File: config.mk
export PLATFORM = sky130hd
export DESIGN_NAME = fpu_issue_ctrl
export DESIGN_NICKNAME = d
export VERILOG_FILES = /design/src/rtl/fpu_pkg.sv /design/src/rtl/fpu_op_legal.sv /design/src/rtl/fpu_issue_ctrl.sv
export SDC_FILE = /design/constraint.sdc
export NUM_CORES = 1
export LEC_CHECK = 0
export ABC_AREA = 0
export ABC_CLOCK_PERIOD_IN_PS = 5300
export CAP_MARGIN = 15
export CORE_AREA = 2 2 161 163
export DETAILED_ROUTE_END_ITERATION = 8
export DIE_AREA = 0 0 163 165
export PLACE_DENSITY = 0.74
export SLEW_MARGIN = 25
export SYNTH_ARGS = -nofsm -noshare
export SYNTH_HDL_FRONTEND = slang
export SYNTH_SLANG_ARGS = --single-unit
File: constraint.sdc
create_clock -name clk -period 5.3 [get_ports clk]
set_clock_uncertainty 0.05 [all_clocks]
set_input_delay 0.795 -clock clk [delete_from_list [all_inputs] [get_ports clk]]
set_output_delay 0.795 -clock clk [all_outputs]
set_load 0.02 [all_outputs]
File: src/rtl/fpu_pkg.sv
// Shared FPU definitions: opcodes, issue-controller states
// and Q15 constants used by the execute-side FPU logic.
package fpu_pkg;

  localparam logic [3:0] OP_ADD    = 4'b0000;
  localparam logic [3:0] OP_SUB    = 4'b0001;
  localparam logic [3:0] OP_MUL    = 4'b0010;
  localparam logic [3:0] OP_DIV    = 4'b0011;
  localparam logic [3:0] OP_CPSGN  = 4'b0100;
  localparam logic [3:0] OP_CPSGNN = 4'b0101;
  localparam logic [3:0] OP_XORSGN = 4'b0110;
  localparam logic [3:0] OP_LE     = 4'b1000;
  localparam logic [3:0] OP_LT     = 4'b1001;
  localparam logic [3:0] OP_EQ     = 4'b1010;
  localparam logic [3:0] OP_MIN    = 4'b1100;
  localparam logic [3:0] OP_MAX    = 4'b1101;

  localparam logic [3:0] OP_IDLE   = 4'b0000;

  localparam logic [63:0] Q15_ONE  = 64'h8000;

  typedef enum logic [1:0] {
    ST_IDLE     = 2'd0,
    ST_EXEC     = 2'd1,
    ST_DIV_WAIT = 2'd2,
    ST_RESP     = 2'd3
  } state_e;

endpackage

File: src/rtl/fpu_op_legal.sv
// FPU opcode decoder: legality and divide detection.
// Shared by the issue controller and the instruction decoder.
module fpu_op_legal
  import fpu_pkg::*;
(
  input  logic [3:0] op,
  output logic       legal,
  output logic       is_div
);

  always_comb begin
    legal  = 1'b0;
    is_div = 1'b0;
    unique case (op)
      OP_ADD, OP_SUB, OP_MUL,
      OP_CPSGN, OP_CPSGNN, OP_XORSGN,
      OP_LE, OP_LT, OP_EQ,
      OP_MIN, OP_MAX: legal = 1'b1;
      OP_DIV: begin
        legal  = 1'b1;
        is_div = 1'b1;
      end
      default: legal = 1'b0;
    endcase
  end

endmodule

File: src/rtl/fpu_issue_ctrl.sv
// Issue controller between execute stage and the Q15 FPU:
// one op in flight, divide sequenced via launch/busy.
module fpu_issue_ctrl
  import fpu_pkg::*;
#(
  parameter int DATA_W      = 64,
  parameter int TAG_W       = 4,
  parameter int DIV_TIMEOUT = 96
) (
  input  logic              clk,
  input  logic              reset,
  input  logic              in_valid,
  output logic              in_ready,
  input  logic [3:0]        in_op,
  input  logic [DATA_W-1:0] in_a,
  input  logic [DATA_W-1:0] in_b,
  input  logic [TAG_W-1:0]  in_tag,
  output logic              out_valid,
  input  logic              out_ready,
  output logic [DATA_W-1:0] out_res,
  output logic [TAG_W-1:0]  out_tag,
  output logic              out_err,
  output logic [3:0]        fpu_op,
  output logic [DATA_W-1:0] fpu_a,
  output logic [DATA_W-1:0] fpu_b,
  input  logic              fpu_busy,
  input  logic [DATA_W-1:0] fpu_res
);

  localparam int CNT_W = $clog2(DIV_TIMEOUT) + 1;
  localparam logic [CNT_W-1:0] CNT_LAST =
    CNT_W'(DIV_TIMEOUT - 1);
  localparam logic [CNT_W-1:0] CNT_MAX = '1;

  state_e             state, state_nx;
  logic [3:0]         op_q;
  logic [DATA_W-1:0]  a_q, b_q;
  logic [TAG_W-1:0]   tag_q;
  logic [CNT_W-1:0]   cnt;
  logic               op_legal, op_div;
  logic               accept;
  logic               cap_ok, cap_err;

  fpu_op_legal u_legal (
    .op     (op_q),
    .legal  (op_legal),
    .is_div (op_div)
  );

  // A stale (relaunched or aborted) divide blocks new issue
  assign in_ready  = (state == ST_IDLE) & ~fpu_busy;
  assign accept    = in_valid & in_ready;
  assign out_valid = (state == ST_RESP);

  always_comb begin
    fpu_op = OP_IDLE;
    fpu_a  = '0;
    fpu_b  = '0;
    if (state == ST_EXEC || state == ST_DIV_WAIT) begin
      fpu_op = op_legal ? op_q : OP_IDLE;
      fpu_a  = a_q;
      fpu_b  = b_q;
    end
  end

  always_comb begin
    state_nx = state;
    cap_ok   = 1'b0;
    cap_err  = 1'b0;
    unique case (state)
      ST_IDLE: begin
        if (accept) state_nx = ST_EXEC;
      end
      ST_EXEC: begin
        if (!op_legal) begin
          cap_err  = 1'b1;
          state_nx = ST_RESP;
        end else if (op_div) begin
          state_nx = ST_DIV_WAIT;
        end else begin
          cap_ok   = 1'b1;
          state_nx = ST_RESP;
        end
      end
      ST_DIV_WAIT: begin
        if (!fpu_busy) begin
          cap_ok   = 1'b1;
          state_nx = ST_RESP;
        end else if (cnt == CNT_LAST) begin
          cap_err  = 1'b1;
          state_nx = ST_RESP;
        end
      end
      ST_RESP: begin
        if (out_ready) state_nx = ST_IDLE;
      end
      default: state_nx = ST_IDLE;
    endcase
  end

  always_ff @(posedge clk or negedge reset) begin
    if (!reset) begin
      state   <= ST_IDLE;
      op_q    <= '0;
      a_q     <= '0;
      b_q     <= '0;
      tag_q   <= '0;
      cnt     <= '0;
      out_res <= '0;
      out_tag <= '0;
      out_err <= 1'b0;
    end else begin
      state <= state_nx;
      if (accept) begin
        op_q  <= in_op;
        a_q   <= in_a;
        b_q   <= in_b;
        tag_q <= in_tag;
      end
      if (state == ST_EXEC) begin
        cnt <= '0;
      end else if (state == ST_DIV_WAIT &&
                   cnt != CNT_MAX) begin
        cnt <= cnt + 1'b1;
      end
      if (cap_ok) begin
        out_res <= fpu_res;
        out_err <= 1'b0;
        out_tag <= tag_q;
      end else if (cap_err) begin
        out_res <= '0;
        out_err <= 1'b1;
        out_tag <= tag_q;
      end
    end
  end

endmodule

# Word level (Yosys, flattened, before mapping)
# Index checks and enable logic that the tools add are counted.
[word_totals]
reg_bits = 215
elab_cells = 69
input_bits = 205
[classes]
add_sub_neg = 1
n_eq_ne = 19
muxes = 29
reduce_logical = 8
bitwise_logic = 3
[ops]
columns = ["cell", "count"]
rows = [
  ["$mux W64", 4],
  ["$eq A4 B4 Y1 const B", 5],
  ["$mux W4", 4],
  ["$mux W8", 2],
  ["$eq A4 B3 Y1 const B", 3],
  ["$mux W1", 12],
  ["$reduce_or A12 Y1", 1],
  ["$add A8 B1 Y8 const B", 1],
  ["$eq A4 B2 Y1 const B", 2],
  ["$eq A8 B7 Y1 const B", 1],
  ["$mux W2", 4],
  ["$ne A8 B8 Y1 const B", 1],
  ["$pmux W2 S4", 1],
  ["$eq A2 B2 Y1 const B", 2],
  ["$eq A4 B1 Y1 const B", 1],
  ["$logic_not A4 Y1", 1],
  ["$pmux W1 S2", 2],
  ["$reduce_bool A2 Y1", 2],
  ["$ne A3 B3 Y1 const B", 1],
  ["$reduce_and A3 Y1", 1],
  ["$and A1 B1 Y1", 2],
  ["$eq A2 B1 Y1 const B", 1],
  ["$logic_not A2 Y1", 1],
  ["$ne A2 B1 Y1 const B", 1],
  ["other kinds (4)", 4],
]

# Longest topological paths before layout
# Gate-level depths: netlist (run 1).
[logic_depth]
depth_word = 7
depth_mapped = 8
mapped_depth_nobuf = 6

# Cells and area by module
# A second synthesis (run 1) with hierarchy kept.
[hier_totals]
hier_cells = 799
hier_area_um2 = 9476.6
[by_module_without_submodules]
columns = ["mod", "n_inst", "area_each_um2", "cells_each", "seq_area_each_um2"]
rows = [
  ["fpu_issue_ctrl", 1, 9452.8, 795, 5380.2],
  ["fpu_op_legal", 1, 23.8, 4, 0.0],
]

# Worst setup path after synthesis (run 1)
# No wires, ideal clock.
[synth_timing]
path_kind = "register to output"
start = "register state[1]"
end = "output fpu_op[1]"
stages_incl_launch_ff = 7
t_arrival_ns = 1.735
n_path_buf = 2
path_slack_ns = 2.720
cell_sequence = "dfrtp_1 inv_1 ha_1 inv_2 clkbuf_1 clkbuf_1 nor3_1"
[synth_between]
elab_chain_cells = 3
word_cells_on_any_way = 4
cone_classes = "eq/ne: 2; mux: 1; reduce/logical: 1"
[synth_rtl]
columns = ["item", "line_no", "text"]
rows = [
  ["start, declared", "fpu_issue_ctrl.sv:35", "state_e state, state_nx;"],
  ["start signal, assigned", "fpu_issue_ctrl.sv:113", "state <= state_nx;"],
  ["$eq A2 B1 Y1 or $eq A2 B2 Y1 (tied branches)", "fpu_issue_ctrl.sv:59", "if (state == ST_EXEC || state == ST_DIV_WAIT) begin"],
  ["$logic_or A1 B1 Y1 *", "fpu_issue_ctrl.sv:59", ""],
  ["$mux W4 *", "fpu_issue_ctrl.sv:59", ""],
  ["end, declared", "fpu_issue_ctrl.sv:23", "output logic [3:0] fpu_op,"],
]
# Mark *: on every way between the ends. The rest lies on a longest branch, timed or not.

# Worst setup path in the final report (run 1)
[layout_timing]
start = "register state[1]"
end = "output fpu_op[3]"
# Same word-level chain as after synthesis.

==> results of run 1 <==
## per-layer routing
metal | vias to the layer above | part of all wire, % | track usage (%)
li1 | 3498 | - | -
met1 | 3688 | 39 | 24.0
met4 | 2 | 2.1 | 5.71
met2 | 308 | 48 | 34.3
met3 | 47 | 11 | 7.79
met5 | - | 0.046 | 0
## state kept, by name (all words and copies together) (netlist names)
register,flops
a_q,64
b_q,64
cnt,8
op_q,4
out_err,1
out_res,64
out_tag,4
state,2
tag_q,4
## power breakdown
part           leakage [nW]  switching (mW)  internal, mW
registers              2.63           0.385          2.46
logic                  3.34            3.16          2.88
clock network         0.398           0.669          1.01
## cell type report
type	count	area, sq um
clock buffer	36	737
sequential	215	5380
tap	330	413
inverter	70	264
multi-input combinational	464	3770
timing repair buffer	413	4140
fill	2113	10300
clock inverter	7	66.3
## cell usage in the layout (no fill, tap or decap), types with 2 or more instances in the layout
cell type / instances
sky130_fd_sc_hd__clkinv_2: 5
sky130_fd_sc_hd__mux2i_1: 3
sky130_fd_sc_hd__dfrtp_1: 215
sky130_fd_sc_hd__nor3_1: 2
sky130_fd_sc_hd__a21oi_1: 3
sky130_fd_sc_hd__nand3_1: 4
sky130_fd_sc_hd__nand2_1: 4
sky130_fd_sc_hd__o22ai_2: 29
sky130_fd_sc_hd__inv_1: 69
sky130_fd_sc_hd__and3_1: 3
sky130_fd_sc_hd__or3_1: 2
sky130_fd_sc_hd__clkdlybuf4s50_1: 406
sky130_fd_sc_hd__nand4_1: 4
sky130_fd_sc_hd__o21a_1: 2
sky130_fd_sc_hd__o21ai_0: 64
sky130_fd_sc_hd__clkbuf_1: 4
sky130_fd_sc_hd__o21ai_1: 3
sky130_fd_sc_hd__o22ai_1: 35
sky130_fd_sc_hd__o211ai_1: 2
sky130_fd_sc_hd__mux2_2: 140
sky130_fd_sc_hd__and2_1: 131
sky130_fd_sc_hd__xor2_1: 3
sky130_fd_sc_hd__buf_4: 5
sky130_fd_sc_hd__nor2_1: 8
sky130_fd_sc_hd__clkbuf_16: 25
sky130_fd_sc_hd__ha_1: 5
sky130_fd_sc_hd__nor2b_1: 3
sky130_fd_sc_hd__a31oi_1: 2
sky130_fd_sc_hd__clkbuf_8: 7
## through the flow
stage          power, mW  worst slack [ns]  util [%]  hold slack, ns
3_5_place_dp        8.95              1.40      55.8           0.433
2_1_floorplan       6.36              2.72         -           0.421
5_1_grt             11.2             0.220      59.0           0.285
6_report            10.6             0.589      59.0           0.222
4_1_cts             10.7             0.822      59.0           0.257
3_3_place_gp        8.84              1.51      55.8           0.426
## worst paths after layout
| check | slack (ns) | from | cells past startpoint | end |
|---|---|---|---|---|
| setup / recovery | 0.59 | state[1] | 6 | fpu_op[3] |
| hold reg to reg | 0.44 | out_err | 1 | out_err |
| setup reg to reg | 1.84 | state[1] | 5 | out_tag[3] |
| max in group asynchronous | 3.76 | reset | 2 | b_q[43] |
| min in group clk | 0.44 | out_err | 1 | out_err |
| hold / removal | 0.22 | reset | 1 | out_res[21] |
## logic make-up after synthesis
family / synth area share (%)
xor gates and xnor gates: 0.270
AOI/OAI and AO/OA: 10.4
muxes: 16.5
and+or+nand+nor: 10.4
buffers and inverters: 6.31
adders and majority gates: 0.874
DFF: 55.3
## critical path, cell delays in order, from the launching register on
cell	delay, ns
sky130_fd_sc_hd__dfrtp_1	0.41
sky130_fd_sc_hd__inv_1	0.13
sky130_fd_sc_hd__ha_4	0.66
sky130_fd_sc_hd__clkinv_2	0.81
sky130_fd_sc_hd__a21oi_1	0.49
sky130_fd_sc_hd__and2_1	0.21
sky130_fd_sc_hd__clkdlybuf4s50_1	0.63
==> metrics.csv, run 1 <==
metric,value,unit
total of warnings raised by yosys,0,
iteration-0 DRC count of the detailed router,545,
CTS H-Tree Depth,1,
# Max-Cap Violations,0,
"Reg clk slew, reported paths",0.06,ns
maximum fanout along the worst path,70,
Max-Slew Margin vs Limit,43.9,%
floorplan die area,26900,sq um
leading register cell type out of synthesis,sky130_fd_sc_hd__dfrtp_1,
Slew Limit Fails,0,
maximum vdd drop,0.461,mV
slew at the pin closest to its max-slew limit,0.841,ns
Startpoint Class,flop,
antenna diode count,0,
number of flops mapped to enable cells by yosys,0,
crit path time final,4.71,ns
Cell Rows,58,
type of the tightest min-delay check,in -> async,
ys async rst share,100,%
main area contributors after synthesis,"sky130_fd_sc_hd__dfrtp_1 (55%), sky130_fd_sc_hd__mux2_2 (16%), sky130_fd_sc_hd__and2_1 (8.4%), sky130_fd_sc_hd__o22ai_2 (3.7%), sky130_fd_sc_hd__o21ai_0 (3.3%)",
post-CTS sizing,0,
share of Yosys cell area claimed by the top area cell type,55.3,%
first-pass GRT wire length,43000,microns
final RePlAce weighted congestion,0.779,
total half-perimeter wirelength after legalization and detailed placement,19600,microns
synthesized area,9730,sq um
worst setup path category,reg -> out,
initial standard-cell utilization of the core,38.9,%
WP data arrival,3.87,ns
wire length reported by the detailed router,28200,microns
average footprint of a synthesized cell,12.1,sq um
area of the core,25000,sq um
number of sinks on the clock net,215,
fin cells,1535,
maximum number of pins on one net before global-route repair,123,
per-cell routed wire length,18.4,microns
via count,7543,
detailed-router iteration count before antenna repair,5,
Top Ports,408,
IO Port Bufs,407,
number of CTS-inserted buffers,25,
# nets final,1400,
later-pin clock latency in the skew report,0.51,ns
vias in the first global route,7924,
most used standard cell by instance count after synthesis,sky130_fd_sc_hd__dfrtp_1,
total power per unit cell area,715,nW/um^2
flip-flop and latch count after synthesis,215,
root buffer selected by CTS,sky130_fd_sc_hd__clkbuf_16,
final instance area,14800,sq um
endpoint kind of the worst setup timing path,primary output,
Placed Cells,1492,
Synth top cells by count,"sky130_fd_sc_hd__dfrtp_1 (215), sky130_fd_sc_hd__mux2_2 (140), sky130_fd_sc_hd__and2_1 (131)",
Die Width,163,microns
drt via density,4.91,
initial antenna violation count,1,
required time at the endpoint of the critical path,4.45,ns
All-Layer GR Usage,20.3,%
Area Growth Syn to Fin,51.7,%
"area leader, netlist",sky130_fd_sc_hd__dfrtp_1,
clock tree from TritonCTS,yes,
Clock Path Buffers,3,
post-route clock period utilization,88.9,%
final hold violation count,0,
global-route congestion overflow total,0,
antenna-violating nets left,0,
endpoints failing setup,0,
DRC Markers,0,
Lkg Pwr,6.36,nW
post-CTS setup buffer count,0,
peak clock frequency supported by timing,0.212,GHz
hold buffer count at CTS,0,
die height,165,microns
run status,completed,
fraction of final layout cells sized beyond drive strength 1,18.3,%
sequential fraction of the synthesis area,55.3,%
setup TNS,0,ns
RSZ-0062 raised after global routing,no,
Gate Count Post-Synth,806,
count of unique library cells instantiated by Yosys,38,
instance area at placement,14000,sq um
net count after synthesis,1017,
No activity file was read; power rests on OpenSTA's default activity.
==> inputs of run 2 (changes only) <==
--- a/config.mk
+++ b/config.mk
@@ -5,13 +5,13 @@
 export SDC_FILE = /design/constraint.sdc
 export NUM_CORES = 1
 export LEC_CHECK = 0
-export ABC_AREA = 0
+export ABC_AREA = 1
 export ABC_CLOCK_PERIOD_IN_PS = 5300
 export CAP_MARGIN = 15
-export CORE_AREA = 2 2 161 163
+export CORE_AREA = 2 2 157 159
 export DETAILED_ROUTE_END_ITERATION = 8
-export DIE_AREA = 0 0 163 165
-export PLACE_DENSITY = 0.74
+export DIE_AREA = 0 0 159 161
+export PLACE_DENSITY = 0.77
 export SLEW_MARGIN = 25
 export SYNTH_ARGS = -nofsm -noshare
 export SYNTH_HDL_FRONTEND = slang
==> metrics.csv, run 2 <==
metric,value,unit
run status,completed,
"most common cell after layout, fill and taps aside",sky130_fd_sc_hd__clkdlybuf4s50_1,
endpoint kind of the worst setup timing path,primary output,
internal power,5.85,mW
main area contributors after synthesis,"sky130_fd_sc_hd__dfrtp_1 (56%), sky130_fd_sc_hd__nand2_1 (12%), sky130_fd_sc_hd__mux2_1 (9.0%), sky130_fd_sc_hd__mux2_2 (6.4%), sky130_fd_sc_hd__inv_1 (5.9%)",
hold buffer count at CTS,0,
number of CTS-inserted buffers,24,
final RePlAce weighted congestion,0.841,
Cell Rows,57,
floorplan die area,25600,sq um
Net Switching,4.17,mW
Area Growth Syn to Fin,52.0,%
Die Width,159,microns
maximum fanout along the worst path,58,
All-Layer GR Usage,20.2,%
peak clock frequency supported by timing,0.252,GHz
CTS H-Tree Depth,1,
Slew Limit Fails,0,
required time at the endpoint of the critical path,4.45,ns
antenna-violating nets left,0,
total power per unit cell area,681,nW/um^2
final hold violation count,0,
RSZ-0062 raised after global routing,no,
Clock Path Buffers,3,
switching part of the total power,41.6,%
Synth top cells by count,"sky130_fd_sc_hd__nand2_1 (297), sky130_fd_sc_hd__dfrtp_1 (215), sky130_fd_sc_hd__inv_1 (151)",
Worst path most repeated cell,sky130_fd_sc_hd__inv_1,
iteration-0 DRC count of the detailed router,409,
count of unique library cells instantiated by Yosys,29,
setup ws final,1.33,ns
top flop regs,"a_q (64), b_q (64), out_res (64)",
Combinational Power Share,55.6,%
number of sinks on the clock net,215,
slew at the pin closest to its max-slew limit,0.977,ns
maximum vdd drop,0.425,mV
share of Yosys cell area claimed by the top area cell type,55.6,%
initial antenna violation count,0,
Startpoint Class,flop,
"Reg clk slew, reported paths",0.06,ns
later-pin clock latency in the skew report,0.51,ns
filler cell count,2047,
post-route clock period utilization,74.8,%
initial standard-cell utilization of the core,40.4,%
endpoints failing setup,0,
wire length reported by the detailed router,26600,microns
total of warnings raised by yosys,0,
sequential group share of total power,28.1,%
# Max-Cap Violations,0,
average footprint of a synthesized cell,9.87,sq um
drt via density,4.62,
type of the tightest min-delay check,in -> async,
setup TNS,0,ns
"area leader, netlist",sky130_fd_sc_hd__dfrtp_1,
area of the core,24000,sq um
antenna diode count,0,
via count,7907,
Lkg Pwr,7.40,nW
crit path time final,3.97,ns
ys async rst share,100,%
Min Hold Slack,0.287,ns
per-cell routed wire length,15.5,microns
worst setup path category,reg -> out,
most used standard cell by instance count after synthesis,sky130_fd_sc_hd__nand2_1,
maximum number of pins on one net before global-route repair,117,
sequential fraction of the synthesis area,55.6,%
DRC Markers,0,
die height,161,microns
post-CTS sizing,0,
delay of the slowest cell on the worst path,0.62,ns
WP data arrival,3.12,ns
Gate Count Post-Synth,981,
clock tree from TritonCTS,yes,
worst slack after detailed placement,1.73,ns
net count after synthesis,1192,
number of flops mapped to enable cells by yosys,0,
cells traversed along the worst timing path,inv_1 -> ha_4 -> buf_4 -> nand2_1 -> inv_1 -> clkdlybuf4s50_1,
"Slowest-stage cell, CP",sky130_fd_sc_hd__ha_4,
# nets final,1580,
global-route congestion overflow total,0,
synthesized area,9680,sq um
"commonest cells after routing, fill and taps aside","sky130_fd_sc_hd__clkdlybuf4s50_1 (406), sky130_fd_sc_hd__nand2_1 (296), sky130_fd_sc_hd__dfrtp_1 (215), sky130_fd_sc_hd__inv_1 (151), sky130_fd_sc_hd__mux2_1 (77)",
root buffer selected by CTS,sky130_fd_sc_hd__clkbuf_16,
share of total power in the clock network,16.3,%
Max-Slew Margin vs Limit,34.9,%
post-CTS setup buffer count,0,
detailed-router iteration count before antenna repair,4,
flip-flop and latch count after synthesis,215,
fraction of final layout cells sized beyond drive strength 1,9.52,%
total half-perimeter wirelength after legalization and detailed placement,18800,microns
IO Port Bufs,407,
leading register cell type out of synthesis,sky130_fd_sc_hd__dfrtp_1,
Top Ports,408,
vias in the first global route,8082,
first-pass GRT wire length,42100,microns
[run 2: changes by cell type in the layout (fill, tap and decap cells not counted), sizes merged, moves of 7 or more]
| cell | change |
|---|---|
| and2 | -131 |
| clkbuf | -7 |
| inv | +86 |
| mux2 | -8 |
| nand2 | +296 |
| nand3 | +73 |
| nor2 | +10 |
| o21ai | -58 |
| o22ai | -64 |
[run 2: metal layers]
layer | global-route usage [%] | part of all wire, % | up-vias
met3 | 6.29 | 8.3 | 56
li1 | - | - | 3796
met2 | 35.4 | 49 | 294
met5 | 0 | 0 | -
met1 | 23.6 | 39 | 3761
met4 | 6.90 | 3.1 | 0
[run 2: path summary, 6_finish.rpt]
kind | start | to | slack [ns] | cells past startpoint
setup / recovery | state[0] | fpu_a[35] | 1.33 | 6
hold / removal | reset | a_q[57] | 0.29 | 1
setup reg to reg | state[0] | out_res[57] | 1.97 | 9
hold reg to reg | tag_q[0] | out_tag[0] | 0.42 | 2
max in group asynchronous | reset | b_q[18] | 3.77 | 2
min in group clk | tag_q[0] | out_tag[0] | 0.42 | 2
[run 2: power groups by stage]
stage | Clock (mW) | Combinational [mW] | Sequential (mW)
6_report | 1.64 | 5.57 | 2.82
5_1_grt | 1.76 | 6.01 | 2.91
4_1_cts | 1.69 | 5.65 | 2.82
3_5_place_dp | 0 | 5.64 | 2.83
3_3_place_gp | 0 | 5.56 | 2.80
2_1_floorplan | 0 | 2.99 | 2.98
[run 2: logic make-up after synthesis]
logic type | count (synthesis) | synth area share (%)
adders and majority gates | 6 | 0.775
AOI/OAI and AO/OA | 19 | 1.12
muxes | 132 | 15.4
buffers and inverters | 206 | 9.30
and+or+nand+nor | 402 | 17.8
xor gates and xnor gates | 1 | 0.0905
DFF | 215 | 55.6
[run 2: worst max-delay path, delay by kind of cell (launching register included)]
kind | cells | cell delay, ns
fa+ha+maj | 1 | 0.62
flops | 1 | 0.41
simple gates | 1 | 0.14
buf+inv | 4 | 1.40
[run 2: area by class of cell]
cell class	count	area (sq um)	share of cell area [%]
flip-flops and latches	215	5380	36.6
repair buffers	413	4150	28.2
multi-input cells	560	3420	23.2
clock buffers	29	661	4.49
inverters	155	582	3.95
well taps	324	405	2.75
clock inverters	14	120	0.816
[run 2: stage by stage]
step | total power, mW | cell area (sq um) | std cells | util (%)
final | 10.0 | 14700 | 1710 | 61.4
after global routing | 10.7 | 14700 | 1710 | 61.4
after CTS | 10.2 | 14700 | 1710 | 61.4
after detailed placement | 8.47 | 13900 | 1667 | 58.2
after global placement | 8.36 | 13900 | 1667 | 58.2
after floorplan | 5.96 | 9680 | 981 | -
